**config.mk**
```make
export PLATFORM = sky130hd
export DESIGN_NAME = l2_writeback_queue_flat
export DESIGN_NICKNAME = d
export VERILOG_FILES = /design/src/rtl/l2_writeback_queue_if.sv /design/src/rtl/l2_writeback_queue.sv /design/src/flat_wrapper.sv
export SDC_FILE = /design/constraint.sdc
export NUM_CORES = 2
export LEC_CHECK = 0
export BUFFER_PORTS_ARGS = -buffer_cell sky130_fd_sc_hd__buf_2
export CORE_AREA = 2 2 393 395
export CTS_BUF_LIST = sky130_fd_sc_hd__clkbuf_4 sky130_fd_sc_hd__clkbuf_8
export DETAILED_ROUTE_END_ITERATION = 10
export DIE_AREA = 0 0 395 397
export PLACE_DENSITY = 0.74
export SKIP_LAST_GASP = 1
export SLEW_MARGIN = 20
export SYNTH_ARGS = -nofsm -noshare
export SYNTH_HDL_FRONTEND = slang
export SYNTH_SLANG_ARGS = --single-unit
```
**constraint.sdc**
```tcl
create_clock -name clk -period 35.6 [get_ports clk]
set_input_delay 1.78 -clock clk [delete_from_list [all_inputs] [get_ports clk]]
set_output_delay 1.78 -clock clk [all_outputs]
set_load 0.01 [all_outputs]
```
**src/rtl/l2_writeback_queue_if.sv**
```systemverilog
// ---------------------------------------------------------------------------
// l2_writeback_queue_if
// Purpose : system memory write bus used by the L2 writeback queue to drain
//           dirty lines as multi-beat bursts (valid/ready handshake).
// Signals : valid  - beat valid (driven by the queue)
//           ready  - memory accepts the current beat
//           addr   - 32-bit line base address, constant across a burst
//           data   - BUS_WIDTH bits of the current beat
//           last   - final beat of the burst
// Modports: master - the writeback queue side
//           slave  - the memory side
// ---------------------------------------------------------------------------
interface l2_writeback_queue_if #(
    parameter int BUS_WIDTH = 32
);
    logic                 valid;
    logic                 ready;
    logic [31:0]          addr;
    logic [BUS_WIDTH-1:0] data;
    logic                 last;

    modport master (
        output valid,
        output addr,
        output data,
        output last,
        input  ready
    );

    modport slave (
        input  valid,
        input  addr,
        input  data,
        input  last,
        output ready
    );
endinterface

```
**src/rtl/l2_writeback_queue.sv**
```systemverilog
// ---------------------------------------------------------------------------
// l2_writeback_queue
// Purpose : consumer of the L2 read-stage writeback outputs. Evicted/flushed
//           dirty lines (tag, set index, full line data) are held in an
//           in-order FIFO and drained to memory, one line per burst of
//           CACHE_LINE_BITS/BUS_WIDTH beats. A combinational lookup lets the
//           fill path hold off a refill of a line still waiting to be written.
// Ports   : clk               - clock
//           reset             - synchronous, active-low reset
//           wbq_enqueue       - push a dirty line
//           wbq_tag           - tag of the line (TAG_BITS)
//           wbq_set_idx       - set index of the line (SET_BITS)
//           wbq_data          - line data (CACHE_LINE_BITS)
//           wbq_almost_full   - free entries <= AF_MARGIN, upstream must stop
//           wbq_empty         - nothing queued and bus idle
//           wbq_lookup_addr   - {tag,set} probed by the fill path
//           wbq_lookup_hit    - probed line is still queued (combinational)
//           bus               - memory write bus, master side
//           perf_l2_writeback - one-cycle pulse per completed line
// Config  : define L2_WRITEBACK_PERF_EN to enable the perf pulse; when it is
//           undefined perf_l2_writeback is tied low and no flop is built.
// ---------------------------------------------------------------------------
module l2_writeback_queue #(
    parameter int FIFO_DEPTH      = 4,
    parameter int BUS_WIDTH       = 32,
    parameter int AF_MARGIN       = 2,
    parameter int TAG_BITS        = 18,
    parameter int SET_BITS        = 8,
    parameter int CACHE_LINE_BITS = 512
) (
    input  logic                         clk,
    input  logic                         reset,
    input  logic                         wbq_enqueue,
    input  logic [TAG_BITS-1:0]          wbq_tag,
    input  logic [SET_BITS-1:0]          wbq_set_idx,
    input  logic [CACHE_LINE_BITS-1:0]   wbq_data,
    output logic                         wbq_almost_full,
    output logic                         wbq_empty,
    input  logic [TAG_BITS+SET_BITS-1:0] wbq_lookup_addr,
    output logic                         wbq_lookup_hit,
    l2_writeback_queue_if.master         bus,
    output logic                         perf_l2_writeback
);

    localparam int BEATS       = CACHE_LINE_BITS / BUS_WIDTH;
    localparam int BEAT_W      = (BEATS > 1) ? $clog2(BEATS) : 1;
    localparam int PTR_W       = $clog2(FIFO_DEPTH);
    localparam int CNT_W       = PTR_W + 1;
    localparam int OFFSET_BITS = 32 - TAG_BITS - SET_BITS;

    localparam logic [BEAT_W-1:0] LAST_BEAT = BEAT_W'(BEATS - 1);
    localparam logic [CNT_W-1:0]  DEPTH_CNT = CNT_W'(FIFO_DEPTH);
    localparam logic [CNT_W-1:0]  AF_CNT    = CNT_W'(AF_MARGIN);

    typedef enum logic {
        IDLE,
        BURST
    } state_t;

    state_t state;
    state_t state_next;

    logic [TAG_BITS-1:0]        tag_mem  [FIFO_DEPTH];
    logic [SET_BITS-1:0]        set_mem  [FIFO_DEPTH];
    logic [CACHE_LINE_BITS-1:0] data_mem [FIFO_DEPTH];
    logic [FIFO_DEPTH-1:0]      entry_valid;

    logic [PTR_W-1:0]  head_ptr;
    logic [PTR_W-1:0]  tail_ptr;
    logic [CNT_W-1:0]  count;
    logic [CNT_W-1:0]  count_next;
    logic [BEAT_W-1:0] beat;
    logic              almost_full_q;

    logic full;
    logic enq_ok;
    logic beat_hs;
    logic last_hs;
    logic [CACHE_LINE_BITS-1:0] head_line;

    // An enqueue into a full queue is dropped even if the head is leaving in
    // the same cycle; the upstream is expected to respect almost_full.
    assign full    = (count == DEPTH_CNT);
    assign enq_ok  = wbq_enqueue && !full;
    assign beat_hs = (state == BURST) && bus.ready;
    assign last_hs = beat_hs && (beat == LAST_BEAT);

    // Occupancy after this edge: enqueue and last-beat dequeue cancel out.
    always_comb begin
        count_next = count;
        case ({enq_ok, last_hs})
            2'b10:   count_next = count + CNT_W'(1);
            2'b01:   count_next = count - CNT_W'(1);
            default: count_next = count;
        endcase
    end

    // Burst FSM: IDLE starts a burst whenever something is queued; BURST keeps
    // going straight into the next line after a last beat so there is no bubble.
    always_comb begin
        state_next = state;
        case (state)
            IDLE: begin
                if (count != '0) begin
                    state_next = BURST;
                end
            end
            BURST: begin
                if (last_hs && (count_next == '0)) begin
                    state_next = IDLE;
                end
            end
            default: state_next = IDLE;
        endcase
    end

    // Control state: pointers, occupancy, valid bits, beat counter and the
    // registered almost_full (computed from the next count so it tracks count).
    always_ff @(posedge clk) begin
        if (!reset) begin
            state         <= IDLE;
            head_ptr      <= '0;
            tail_ptr      <= '0;
            count         <= '0;
            beat          <= '0;
            entry_valid   <= '0;
            almost_full_q <= 1'b0;
        end else begin
            state         <= state_next;
            count         <= count_next;
            almost_full_q <= ((DEPTH_CNT - count_next) <= AF_CNT);
            if (enq_ok) begin
                tail_ptr              <= tail_ptr + PTR_W'(1);
                entry_valid[tail_ptr] <= 1'b1;
            end
            if (last_hs) begin
                head_ptr              <= head_ptr + PTR_W'(1);
                entry_valid[head_ptr] <= 1'b0;
                beat                  <= '0;
            end else if (beat_hs) begin
                beat <= beat + BEAT_W'(1);
            end
        end
    end

    // Line storage needs no reset: entry_valid and count say what is live.
    always_ff @(posedge clk) begin
        if (enq_ok) begin
            tag_mem[tail_ptr]  <= wbq_tag;
            set_mem[tail_ptr]  <= wbq_set_idx;
            data_mem[tail_ptr] <= wbq_data;
        end
    end

    // The head stays addressed until its last beat is accepted, so addr and
    // data are naturally stable while memory stalls.
    assign head_line = data_mem[head_ptr];
    assign bus.valid = (state == BURST);
    assign bus.last  = (state == BURST) && (beat == LAST_BEAT);
    assign bus.addr  = {tag_mem[head_ptr], set_mem[head_ptr], {OFFSET_BITS{1'b0}}};
    assign bus.data  = head_line[int'(beat)*BUS_WIDTH +: BUS_WIDTH];

    // Fill-path probe over every live entry, head included. An enqueue in
    // the same cycle is deliberately not visible here.
    always_comb begin
        wbq_lookup_hit = 1'b0;
        for (int i = 0; i < FIFO_DEPTH; i++) begin
            if (entry_valid[i] && ({tag_mem[i], set_mem[i]} == wbq_lookup_addr)) begin
                wbq_lookup_hit = 1'b1;
            end
        end
    end

    assign wbq_empty       = (count == '0) && (state == IDLE);
    assign wbq_almost_full = almost_full_q;

`ifdef L2_WRITEBACK_PERF_EN
    logic perf_q;

    // One-cycle pulse the cycle after each line's last beat is accepted.
    always_ff @(posedge clk) begin
        if (!reset) begin
            perf_q <= 1'b0;
        end else begin
            perf_q <= last_hs;
        end
    end

    assign perf_l2_writeback = perf_q;
`else
    assign perf_l2_writeback = 1'b0;
`endif

    // Pushing into a full queue loses a dirty line; flag it in simulation.
    property p_no_enqueue_when_full;
        @(posedge clk) disable iff (!reset) wbq_enqueue |-> !full;
    endproperty

    a_no_enqueue_when_full: assert property (p_no_enqueue_when_full);

endmodule
```
**src/flat_wrapper.sv**
```systemverilog
// flat-port wrapper written by rule: the top's interface ports become plain ports
module l2_writeback_queue_flat 
#(
    parameter int FIFO_DEPTH      = 4,
    parameter int BUS_WIDTH       = 32,
    parameter int AF_MARGIN       = 2,
    parameter int TAG_BITS        = 18,
    parameter int SET_BITS        = 8,
    parameter int CACHE_LINE_BITS = 512
)
  (clk, reset, wbq_enqueue, wbq_tag, wbq_set_idx, wbq_data, wbq_almost_full, wbq_empty, wbq_lookup_addr, wbq_lookup_hit, perf_l2_writeback, bus_valid, bus_addr, bus_data, bus_last, bus_ready);
  l2_writeback_queue_if #(.BUS_WIDTH(BUS_WIDTH)) bus_i ();
  input  logic clk;
  input  logic reset;
  input  logic wbq_enqueue;
  input  logic [TAG_BITS-1:0] wbq_tag;
  input  logic [SET_BITS-1:0] wbq_set_idx;
  input  logic [CACHE_LINE_BITS-1:0] wbq_data;
  output logic wbq_almost_full;
  output logic wbq_empty;
  input  logic [TAG_BITS+SET_BITS-1:0] wbq_lookup_addr;
  output logic wbq_lookup_hit;
  output logic perf_l2_writeback;
  output wire logic [$bits(bus_i.valid)-1:0] bus_valid;
  output wire logic [$bits(bus_i.addr)-1:0] bus_addr;
  output wire logic [$bits(bus_i.data)-1:0] bus_data;
  output wire logic [$bits(bus_i.last)-1:0] bus_last;
  input wire logic [$bits(bus_i.ready)-1:0] bus_ready;
  assign bus_valid = bus_i.valid;
  assign bus_addr = bus_i.addr;
  assign bus_data = bus_i.data;
  assign bus_last = bus_i.last;
  assign bus_i.ready = bus_ready;
  l2_writeback_queue #(.FIFO_DEPTH(FIFO_DEPTH), .BUS_WIDTH(BUS_WIDTH), .AF_MARGIN(AF_MARGIN), .TAG_BITS(TAG_BITS), .SET_BITS(SET_BITS), .CACHE_LINE_BITS(CACHE_LINE_BITS)) u_core (.clk(clk), .reset(reset), .wbq_enqueue(wbq_enqueue), .wbq_tag(wbq_tag), .wbq_set_idx(wbq_set_idx), .wbq_data(wbq_data), .wbq_almost_full(wbq_almost_full), .wbq_empty(wbq_empty), .wbq_lookup_addr(wbq_lookup_addr), .wbq_lookup_hit(wbq_lookup_hit), .bus(bus_i), .perf_l2_writeback(perf_l2_writeback));
endmodule
```
==> run metrics <==
largest family of logic cells by synthesized area=multiplexers; Iteration-0 DRC Markers=4044; drt drc=0; WL final=207 mm; fraction of layout cells with a size suffix above 1=36.7%; Total Nets Final=5127; Routed WL per cell=29.8 µm; Overall Power=0.00531 W; Worst Setup End Kind=output pin; CTS buffer count=353; HP Class=reg2reg; status=finished, final reports clean; initial antenna violation count=199; CP startpoint kind=flop; compound-cell area share of the yosys netlist=2.50%; setup_tns=0 ns; # IOs=638; worst-margin pin slew=1.17 ns; Flop pwr share=56.0%; Worst Path Buf+Inv=4; CTS Buffer Depth=4; Core Util, Final=62.5%; CTS tree=done; global placement routability congestion=0.865; Synth Area per Inst=22.6 µm²; die height=397 µm; FF+latch count, synth=2171; Die Width=395 µm; synth warn=0; Yosys cell types=44; Hold Buf Count CTS=0; setup ws final=27.64 ns; leakage power=30.7 nW; Place WS=28.80 ns; detailed-placement wirelength estimate=132 mm; Worst VDD drop=44.6 µV; CP Data Required Time=33.82 ns; Sw Ratio=21.6%; CTS root buf=clkbuf_8; mux contribution to synthesized area=15.2%; Psw=0.00115 W; Crit Path Max Fanout=125; FF-to-FF setup slack=30.21 ns; Gate power share=5.8%; Via-to-Cell Ratio=6.05; 1st-pass router iterations=5; Max-Slew Margin vs Limit=19.8%; CP Cell Sequence=buf_12 > buf_12 > buf_4 > mux4_2 > mux4_2 > nor2_1 > nor4_1 > buf_2; # rows=144; antenna viol nets, final=0; Slew Viols, Final=0; Final setup viols=0; vias after detailed routing=42000; critical path's top delay family=buffers and inverters; largest area contributor in the synthesized netlist=edfxtp_1; Post-Synth Adder-Cell Area=0.219%; Final Hold Vio Count=0; post-CTS repair timing setup buffer count=0; htree depth=5; die footprint=157000 µm²; synth top area cells=edfxtp_1, mux4_2, mux2i_1, a22o_1, xnor2_1; number of global-route vias before repair=42300; Cells after Synth=3685; GRT Total Usage=26.1%; final clock skew=0.104 ns; RSZ-0062 raised after global routing=no; max-capacitance violation count=0; Int Pwr=0.00416 W; Area Growth Syn to Fin=14.8%; critical path class=reg2out; Worst-path clk slew=0.06 ns; largest net degree at the start of global routing=147; first-pass GRT wire length=292 mm; CP max-delay cell=dfxtp_4; top cell type's share of synthesized area=77.5%; simple-gate area share of the yosys netlist=1.53%; pwr dens=55.5 nW/µm²; Max Freq=0.126 GHz; placed cell areas=88900 µm²; post-synthesis sequential area ratio=78.0%; minimum clock period=7.96 ns; CP peak stage delay=0.86 ns; xor/xnor share of the synthesized area=1.18%; clock power share=38.2%; Syn Std Cell Area=83300 µm²; worst-skew pair later-pin latency=1.07 ns; Post-Layout Inst Area=95700 µm²; fin crit share=22.4%; Core Region=153000 µm²; Arrival @ worst endpoint=6.18 ns; Initial Utilization=54.5%; cts repair resizes=0; clk sinks=2171; Overflow after GRT=0; Buffers on Ports=630
## cell type report
type / count / area [µm²]
fill: 10300 / 57300
timing repair buffer: 704 / 3860
clock buffer: 482 / 5860
antenna: 96 / 240
inverter: 9 / 33.8
multi-input combinational: 1306 / 17400
clock inverter: 125 / 709
sequential: 2171 / 65000
tap: 2044 / 2560
## through the flow
stage	cells	hold slack, ns
after floorplan	3691	0.478
after global placement	6232	0.519
after detailed placement	6234	0.522
after CTS	6841	0.530
after global routing	6875	0.561
final	6937	0.520
## tightest hold or removal path: cells and delay by family, from the launching register on
| family | cells | cell delay [ns] |
|---|---|---|
| flip-flops | 1 | 0.32 |
| AO/OA/AOI/OAI | 1 | 0.05 |
| AND/OR/NAND/NOR | 1 | 0.10 |
## path summary, 6_finish.rpt
path / from / endpoint / cells past startpoint
worst min-delay path: u_core.entry_valid[1]$_SDFF_PN0_ / u_core.entry_valid[1]$_SDFF_PN0_ / 2
worst max register to register: u_core.count[0]$_SDFF_PN0_ / u_core.data_mem[1][348]$_DFFE_PP_ / 7
worst min register to register: u_core.entry_valid[1]$_SDFF_PN0_ / u_core.entry_valid[1]$_SDFF_PN0_ / 2
worst max-delay path: flop / bus_data[19] / 8
## placed cells by master (no fill, tap or decap), types with 11 or more instances in the layout
cell type  netlist  routed
a211oi_1        13      13
nor3_1          41      41
a22oi_1         46      46
mux2i_1        161     161
dfxtp_1         19      15
edfxtp_1      2152    2152
nand4_1         22      22
buf_12           0      12
diode_2          0      96
o22ai_1         45      45
a22o_1          77      77
o221ai_1        11      11
clkinv_2         0      31
ha_1            13      13
a221oi_1        12      12
xnor2_1         64      64
buf_2           54     631
and3_1          14      14
nor2_1          51      50
buf_4           44      60
clkbuf_8         0     359
xor2_1          48      48
clkinv_1         0      80
nor4_1          40      39
nand2_1         60      59
a2111oi_2        0      11
clkbuf_4         0     123
mux4_2         491     491
## sequential cells by signal, indices dropped and copies added (netlist names), named ones only
signal,flops
u_core.entry_valid,4
u_core.set_mem,32
u_core.tail_ptr,2
u_core.count,3
u_core.wbq_almost_full,1
u_core.head_ptr,2
u_core.data_mem,2048
u_core.tag_mem,72
u_core.beat,4
u_core.bus.valid,1
## per-layer routing
metal / global-route usage (%) / routed length [µm] / vias up
met3: 9.44 / 22900 / 482
met5: 0 / 851 / -
met4: 9.04 / 6070 / 134
li1: - / - / 17600
met2: 41.2 / 101000 / 1992
met1: 33.9 / 76100 / 21800
## kinds of logic (layout without fill, tap and decap cells)
group | Yosys count | in the layout
flip-flops | 2171 | 2171
AND/OR/NAND/NOR | 256 | 256
adder cells (fa/ha/maj) | 14 | 14
multiplexers | 652 | 652
AO/OA/AOI/OAI | 265 | 265
buffers and inverters | 214 | 1320
XOR/XNOR | 112 | 112
other | 1 | 103
## cell usage after synthesis
library cell	instances
nand2_2	3
a221oi_1	12
a2111oi_0	27
o221ai_2	3
and4_1	1
xor2_1	48
or2_2	2
o21ai_1	2
conb_1	1
a22oi_1	46
mux4_2	491
buf_6	14
buf_2	54
mux2i_1	161
nand3_1	2
a31oi_1	10
o21ai_0	8
xnor2_1	64
a221oi_2	3
buf_4	44
a21boi_1	1
ha_1	13
dfxtp_1	19
a22o_1	77
and3b_1	1
nand2_1	60
nor3b_1	1
o221ai_1	11
fa_1	1
a211oi_1	13
edfxtp_1	2152
o22ai_1	45
inv_1	9
nor2b_1	7
and3_1	14
nand4_1	22
buf_1	11
a21oi_1	7
and2_1	7
clkbuf_1	82
nor2_1	51
nor4_1	40
nor3_1	41
nand2b_1	4
## power groups by stage
| stage | Sequential [W] | Clock [W] | Combinational [W] |
|---|---|---|---|
| 2_1_floorplan | 0.00309 | 0 | 0.000156 |
| 3_3_place_gp | 0.00302 | 0 | 0.000303 |
| 3_5_place_dp | 0.00303 | 0 | 0.000310 |
| 4_1_cts | 0.00298 | 0.00206 | 0.000311 |
| 5_1_grt | 0.00298 | 0.00217 | 0.000328 |
| 6_report | 0.00298 | 0.00203 | 0.000307 |
No activity file was read; power rests on OpenSTA's default activity.
